### src/rtl/seq_preamble_tx_pkg.sv
// Shared definitions for the preamble transmitter and the matching 101 detector bench.
package seq_preamble_tx_pkg;

    typedef enum logic [1:0] {
        IDLE = 2'd0,
        PRE  = 2'd1,
        DATA = 2'd2
    } state_t;

    localparam int              PRE_LEN  = 3;
    localparam logic [PRE_LEN-1:0] PREAMBLE = 3'b101;

    // Preamble bit for a given send index; index 0 is sent first (MSB of PREAMBLE).
    function automatic logic preamble_bit(input logic [1:0] idx);
        case (idx)
            2'd0:    return PREAMBLE[2];
            2'd1:    return PREAMBLE[1];
            default: return PREAMBLE[0];
        endcase
    endfunction

endpackage

### src/rtl/seq_piso_shreg.sv
// Parallel-load, serial-out shift register, MSB first; load wins over shift.
module seq_piso_shreg #(
    parameter int NBITS = 8
) (
    input  logic             clk,
    input  logic             reset_n,
    input  logic             load,
    input  logic             shift,
    input  logic [NBITS-1:0] din,
    output logic             msb
);

    logic [NBITS-1:0] sr;

    always_ff @(posedge clk or negedge reset_n) begin
        if (!reset_n)
            sr <= '0;
        else if (load)
            sr <= din;
        else if (shift)
            sr <= {sr[NBITS-2:0], 1'b0};
    end

    assign msb = sr[NBITS-1];

endmodule

### src/rtl/seq_preamble_tx.sv
// Serial frame transmitter: 101 preamble followed by an NBITS payload, MSB first.
module seq_preamble_tx
    import seq_preamble_tx_pkg::*;
#(
    parameter int NBITS = 8
) (
    input  logic             clk,
    input  logic             reset_n,
    input  logic [NBITS-1:0] in_,
    input  logic             in_val,
    output logic             in_rdy,
    output logic             out,
    output logic             out_val,
    output logic             frame_end
);

    localparam int             CW       = $clog2(NBITS);
    localparam logic [CW-1:0]  LAST_BIT = CW'(NBITS - 1);

    state_t        state, state_nx;
    logic [1:0]    pre_idx, pre_idx_nx;
    logic [CW-1:0] bit_idx, bit_idx_nx;
    logic          xfer;
    logic          last_bit;
    logic          sr_msb;

    // Ready in the final payload cycle lets the next frame follow with no gap.
    assign last_bit = (state == DATA) && (bit_idx == '0);
    assign in_rdy   = (state == IDLE) || last_bit;
    assign xfer     = in_val && in_rdy;

    always_ff @(posedge clk or negedge reset_n) begin
        if (!reset_n) begin
            state   <= IDLE;
            pre_idx <= '0;
            bit_idx <= '0;
        end else begin
            state   <= state_nx;
            pre_idx <= pre_idx_nx;
            bit_idx <= bit_idx_nx;
        end
    end

    always_comb begin
        state_nx   = state;
        pre_idx_nx = pre_idx;
        bit_idx_nx = bit_idx;
        case (state)
            IDLE: begin
                if (xfer) begin
                    state_nx   = PRE;
                    pre_idx_nx = '0;
                end
            end
            PRE: begin
                if (pre_idx == 2'(PRE_LEN - 1)) begin
                    state_nx   = DATA;
                    pre_idx_nx = '0;
                    bit_idx_nx = LAST_BIT;
                end else begin
                    pre_idx_nx = pre_idx + 2'd1;
                end
            end
            DATA: begin
                if (bit_idx == '0) begin
                    state_nx   = xfer ? PRE : IDLE;
                    pre_idx_nx = '0;
                end else begin
                    bit_idx_nx = bit_idx - 1'b1;
                end
            end
            default: begin
                state_nx   = IDLE;
                pre_idx_nx = '0;
                bit_idx_nx = '0;
            end
        endcase
    end

    // Outputs depend only on registered state, never on in_val or in_.
    always_comb begin
        out       = 1'b0;
        out_val   = 1'b0;
        frame_end = 1'b0;
        case (state)
            PRE: begin
                out     = preamble_bit(pre_idx);
                out_val = 1'b1;
            end
            DATA: begin
                out       = sr_msb;
                out_val   = 1'b1;
                frame_end = last_bit;
            end
            default: ;
        endcase
    end

    seq_piso_shreg #(.NBITS(NBITS)) u_shreg (
        .clk     (clk),
        .reset_n (reset_n),
        .load    (xfer),
        .shift   (state == DATA),
        .din     (in_),
        .msb     (sr_msb)
    );

endmodule

### config.mk
export PLATFORM = sky130hd
export DESIGN_NAME = seq_preamble_tx
export DESIGN_NICKNAME = d
export VERILOG_FILES = /design/src/rtl/seq_preamble_tx_pkg.sv /design/src/rtl/seq_piso_shreg.sv /design/src/rtl/seq_preamble_tx.sv
export SDC_FILE = /design/constraint.sdc
export NUM_CORES = 1
export LEC_CHECK = 0
export ABC_AREA = 1
export CAP_MARGIN = 20
export CORE_UTILIZATION = 25
export DETAILED_ROUTE_END_ITERATION = 8
export GPL_ROUTABILITY_DRIVEN = 0
export REMOVE_ABC_BUFFERS = 1
export SYNTH_ARGS = -nofsm -noshare
export SYNTH_HDL_FRONTEND = slang
export SYNTH_SLANG_ARGS = --single-unit
### constraint.sdc
create_clock -name clk -period 1.9 [get_ports clk]
set_clock_uncertainty 0.1 [all_clocks]
set_input_delay 0.285 -clock clk [delete_from_list [all_inputs] [get_ports clk]]
set_output_delay 0.285 -clock clk [all_outputs]
set_load 0.005 [all_outputs]
; Word-level counts from Yosys, hierarchy flattened
; Cells that the tools add are included.
[totals]
inputBits = 11
register_bits = 15
output_inout_bits = 4
word_cells = 43
[classes]
muxes = 18
bitwise_logic = 1
n_eq_ne = 8
add_sub_neg = 2
n_reduce_logical = 10
[ops]
columns = op, count
row1 = 8-bit two-way mux, 2
row2 = 2-bit two-way mux, 6
row3 = 2-bit case mux with 3 select lines, 2
row4 = 3-bit case mux with 3 select lines, 1
row5 = 2-bit inequality test (second input constant), 4
row6 = 3-bit two-way mux, 2
row7 = 3-bit AND reduction, 2
row8 = 2-bit by 1-bit == test with 1-bit output (second input constant), 2
row9 = 2-bit == test (second input constant), 2
row10 = 1-bit two-way mux, 4
row11 = 3-bit zero test, 1
row12 = 3-bit by 1-bit subtractor with 3-bit output (second input constant), 1
row13 = 2-bit by 1-bit adder with 2-bit output (second input constant), 1
row14 = 1-bit logical AND, 2
row15 = 2-bit zero test, 1
row16 = 1-bit case mux with 2 select lines, 1
row17 = 2-bit AND reduction, 1
row18 = 2-bit nonzero test, 1
row19 = 2-bit OR reduction, 1
row20 = 1-bit logical OR, 1
row21 = 1-bit NOT, 1

; Logic depth before layout (Yosys ltp)
[depth]
depth_word = 7
ltp_mapped = 9
ltp_nobuf = 9

; Hierarchy
; Synthesis repeated with hierarchy kept, for this count alone.
[hier_totals]
hier_cells = 120
hier_area_um2 = 902.1
[by_module_without_submodules]
columns = module, area_per_inst_um2, instances, cells_each
row1 = seq_preamble_tx, 525.5, 1, 77
row2 = seq_piso_shreg, 376.6, 1, 43

; Worst setup path before layout
; No wires, ideal clock.
[synth_path]
path_kind = reg-to-output
start = register state[0]
end = output port out
stages_incl_launch_ff = 6
n_path_buf = 1
required_time_ps = 1515
slack_ps = 449
arrival_time_ps = 1066
path_cell_list = dfrtp_1 inv_1 ha_1 buf_4 nand2_1 a21oi_1
[synth_between]
elab_chain_cells = 2
elab_cells_between_ends = 3
classes_between = 2 x eq/ne / 1 x mux
[synth_rtl]
columns = item, line
row1 = "start, declared", seq_preamble_tx.sv:20  ; state_t state, state_nx;
row2 = "start signal, assigned", seq_preamble_tx.sv:38  ; state <= state_nx;
row3 = 2-bit == test or 2-bit by 1-bit == test with 1-bit output (tied branches), seq_preamble_tx.sv:85  ; case (state)
row4 = 1-bit case mux with 2 select lines *, seq_preamble_tx.sv:85
row5 = "end, declared", seq_preamble_tx.sv:12  ; output logic out,
; Every way passes the cells marked *; elsewhere a longest branch is shown, timed or not.

; Final worst setup path
[layout_path]
start = register bit_idx[0]
end = output port frame_end
[layout_between]
elab_chain_cells = 3
[layout_rtl]
columns = item, line
row1 = "start, declared", seq_preamble_tx.sv:22  ; logic [CW-1:0] bit_idx, bit_idx_nx;
row2 = "start signal, assigned", seq_preamble_tx.sv:40  ; bit_idx <= bit_idx_nx;
row3 = 3-bit zero test, seq_preamble_tx.sv:28  ; assign last_bit = (state == DATA) && (bit_idx == '0);
row4 = 1-bit logical AND, seq_preamble_tx.sv:28
row5 = 1-bit two-way mux, seq_preamble_tx.sv:85
row6 = "end, declared", seq_preamble_tx.sv:14  ; output logic frame_end
; Every way passes these cells.

==> impl_metrics.ini <==
[status]
outcome = complete, no violations

[critical_path]
end_kind = primary output
path_buf_inv = 3
ff2ff_setup_slack_ns = 0.19
critPathTopFamily = adder cells
cpMostUsedCell = inv_1
crit_fanout = 2
crit_chain = inv_1 -> ha_1 -> ha_2 -> nand2_1 -> inv_1 -> dlygate4sd2_1
r2r-start = bit_idx[0]
cp.required_ns = 1.51
start_kind = flip-flop
r2r_cells = 10
critPathArrivalTime_ns = 1.42
cpMaxStageDelayCell = dfrtp_1
path_class = flip-flop to primary output
r2r_end = u_shreg.sr[2]
slowest_delay_ns = 0.35

[clock_network]
cts_inserted_buffers = 3
tritoncts = done
cts.sinks = 15
cts_htree_levels = 1
clk_latency_ns = 0.25
clk_pin_slew_ns = 0.06
cts_hold_buf = 0
root_buffer = clkbuf_8
cts_buffer_depth = 2

[grt]
grt_pass1_wl_um = 3480
grt_use_met2_pct = 16.9
grt_max_degree = 16
grt_antenna_before_repair = 0
use_met1_pct = 14.4
track_usage_pct = 11.4
busiest_layer = met2
use_met3_pct = 3.65
grt_pass1_vias = 812
grt_overflow = 0

[pwr]
ir_drop_v = 0.000366
p_sw_mw = 0.810
p_int_mw = 1.10
powerDensity_nw_per_um2 = 1550
netSwitchingFraction_pct = 42.3
seqPwrFrac_pct = 28.5
p_leak_nw = 0.682
pwr-share-comb_pct = 58.1
pwr-share-clk_pct = 13.5

[sta]
clock.fmax_ghz = 0.554
hold_viol = 0
relSlewSlack_pct = 77.4
layout_setup_ws_ns = 0.0945
slew_viol_final = 0
setup_viol = 0
fin_crit_sh_pct = 95.0
fin_setup_tns_ns = 0
post-route-min-period_ns = 1.81
rsz0062_at_grt = no
tightestPinTransition_ns = 0.339

[floorplan]
start_util_pct = 27.0
fp-row-count = 21
dieArea_um2 = 3970
die_w_um = 63.0
core_area_um2 = 3440
pin_count = 15
die_h_um = 63.0

[drt]
dr.pass1.iters = 4
post_drt_via_cell_ratio = 4.09
wire_per_inst_um = 9.56
ant_nets = 0
wl_um = 1970
drt_iter0_drc = 26
vias = 842
drc = 0

[logic_synthesis]
syn-mean-instance-area_um2 = 6.95
syn-cell-area_um2 = 931
ys_async_sr_fraction_pct = 100
syn-instance-count = 134
synth.area.top_cells = dfrtp_1 (40%), nand2_1 (24%), ha_1 (8.1%)
synth_top_area_share_pct = 40.3
synth.ff_latch_count = 15
synth-seq-area-share_pct = 40.3
synth_top_area_cell = dfrtp_1
ys_warn_count = 0
synth-main-ff-cell = dfrtp_1
yosysMostFrequentCell = nand2_1
ys_types = 15
synth-edff-count = 0
synth_common_cells = nand2_1 (60), inv_1 (20), dfrtp_1 (15)

[cells_and_area]
drive_above_1_share_pct = 12.5
diodes = 0
multi_input_area_um2 = 458
final_nets = 178
syn2layout_area_growth_pct = 33.1
fill_cells = 363
seqCellArea_um2 = 375

[place]
numPortBuffers = 14
dp_hpwl_um = 1530
dp_slack_ns = 0.0154

[job]
cap_viol_max_count = 0

[hold_path]
min_path_type = primary input to async pin
sequential cells by signal, indices dropped and copies added (netlist names):
signal / cells
u_shreg.sr: 8
bit_idx: 3
pre_idx: 2
state: 2
layout make-up:
type                       count  area share, %
clock buffer                   3           3.33
timing repair buffer          26           18.3
inverter                      20           6.06
tap                           46           4.65
multi-input combinational     95           37.0
sequential                    15           30.3
clock inverter                 1          0.404
through the flow:
step	cells	cell area, µm²	util [%]	hold slack (ns)	total power [mW]
after floorplan	130	902	-	-0.111	1.21
after global placement	197	1150	33.5	0.366	1.59
after detailed placement	197	1150	33.5	0.370	1.60
after CTS	205	1230	35.7	0.247	1.92
after global routing	206	1240	36.0	0.277	2.15
final	206	1240	36.0	0.242	1.91
power by group through the flow:
| stage | Combinational, mW | Clock (mW) | Sequential [mW] |
|---|---|---|---|
| floorplan | 0.668 | 0 | 0.539 |
| global placement | 1.03 | 0 | 0.558 |
| detailed placement | 1.04 | 0 | 0.560 |
| CTS | 1.11 | 0.266 | 0.545 |
| global route | 1.30 | 0.281 | 0.566 |
| finish | 1.11 | 0.258 | 0.545 |
how the worst max path moves through the flow:
stage | start | to | slack (ns) | cells past startpoint
2_1_floorplan | state[0] | u_shreg.sr[1] | 0.16 | 7
3_3_place_gp | bit_idx[0] | in_rdy | 0.08 | 6
5_1_grt | bit_idx[0] | in_rdy | 0.004 | 6
3_5_place_dp | state[0] | out | 0.02 | 5
6_report | bit_idx[0] | frame_end | 0.09 | 6
4_1_cts | state[1] | out_val | 0.009 | 3
cell families after synthesis:
| kind of cell | Yosys count | share of synthesized area, % |
|---|---|---|
| AOI/OAI and AO/OA | 10 | 5.65 |
| adders and majority gates | 6 | 8.06 |
| buffers and inverters | 24 | 11.2 |
| and+or+nand+nor | 79 | 34.8 |
| DFF | 15 | 40.3 |
layout by cell type (no fill, tap or decap):
master,Yosys,routed
a21oi_1,6,5
a21oi_2,0,1
buf_4,1,12
clkbuf_2,1,1
clkbuf_8,0,3
clkdlybuf4s15_1,0,1
clkdlybuf4s50_1,0,10
clkinv_2,0,1
dfrtp_1,15,15
dlygate4sd2_1,0,1
dlymetal6s2s_1,0,1
ha_1,6,5
ha_2,0,1
inv_1,20,20
nand2_1,60,60
nand3_1,14,14
nand3b_1,2,2
nor2_1,2,2
nor2_2,1,1
o21ai_0,3,3
o21bai_1,1,1
worst register-to-register path: stages (launching register included):
cell	delay, ns
dfrtp_1	0.35
inv_1	0.06
ha_1	0.20
ha_2	0.19
nand2_1	0.08
nand2_1	0.07
buf_4	0.17
nand2_1	0.20
nand2_1	0.08
nand2_1	0.06
nand2_1	0.05
repair_timing:
item / in CTS / in global routing
pin swaps: 1 / 0
setup buffers: 4 / 1
resized for setup: 4 / 5
endpoints found under the setup margin: 4 / 9
per-layer routing:
layer	part of all wire [%]	vias to the layer above
li1	-	462
met1	50	365
met2	44	10
met3	4.0	5
met4	2.3	0
met5	0	-
Power figures use the tool's default switching activity.
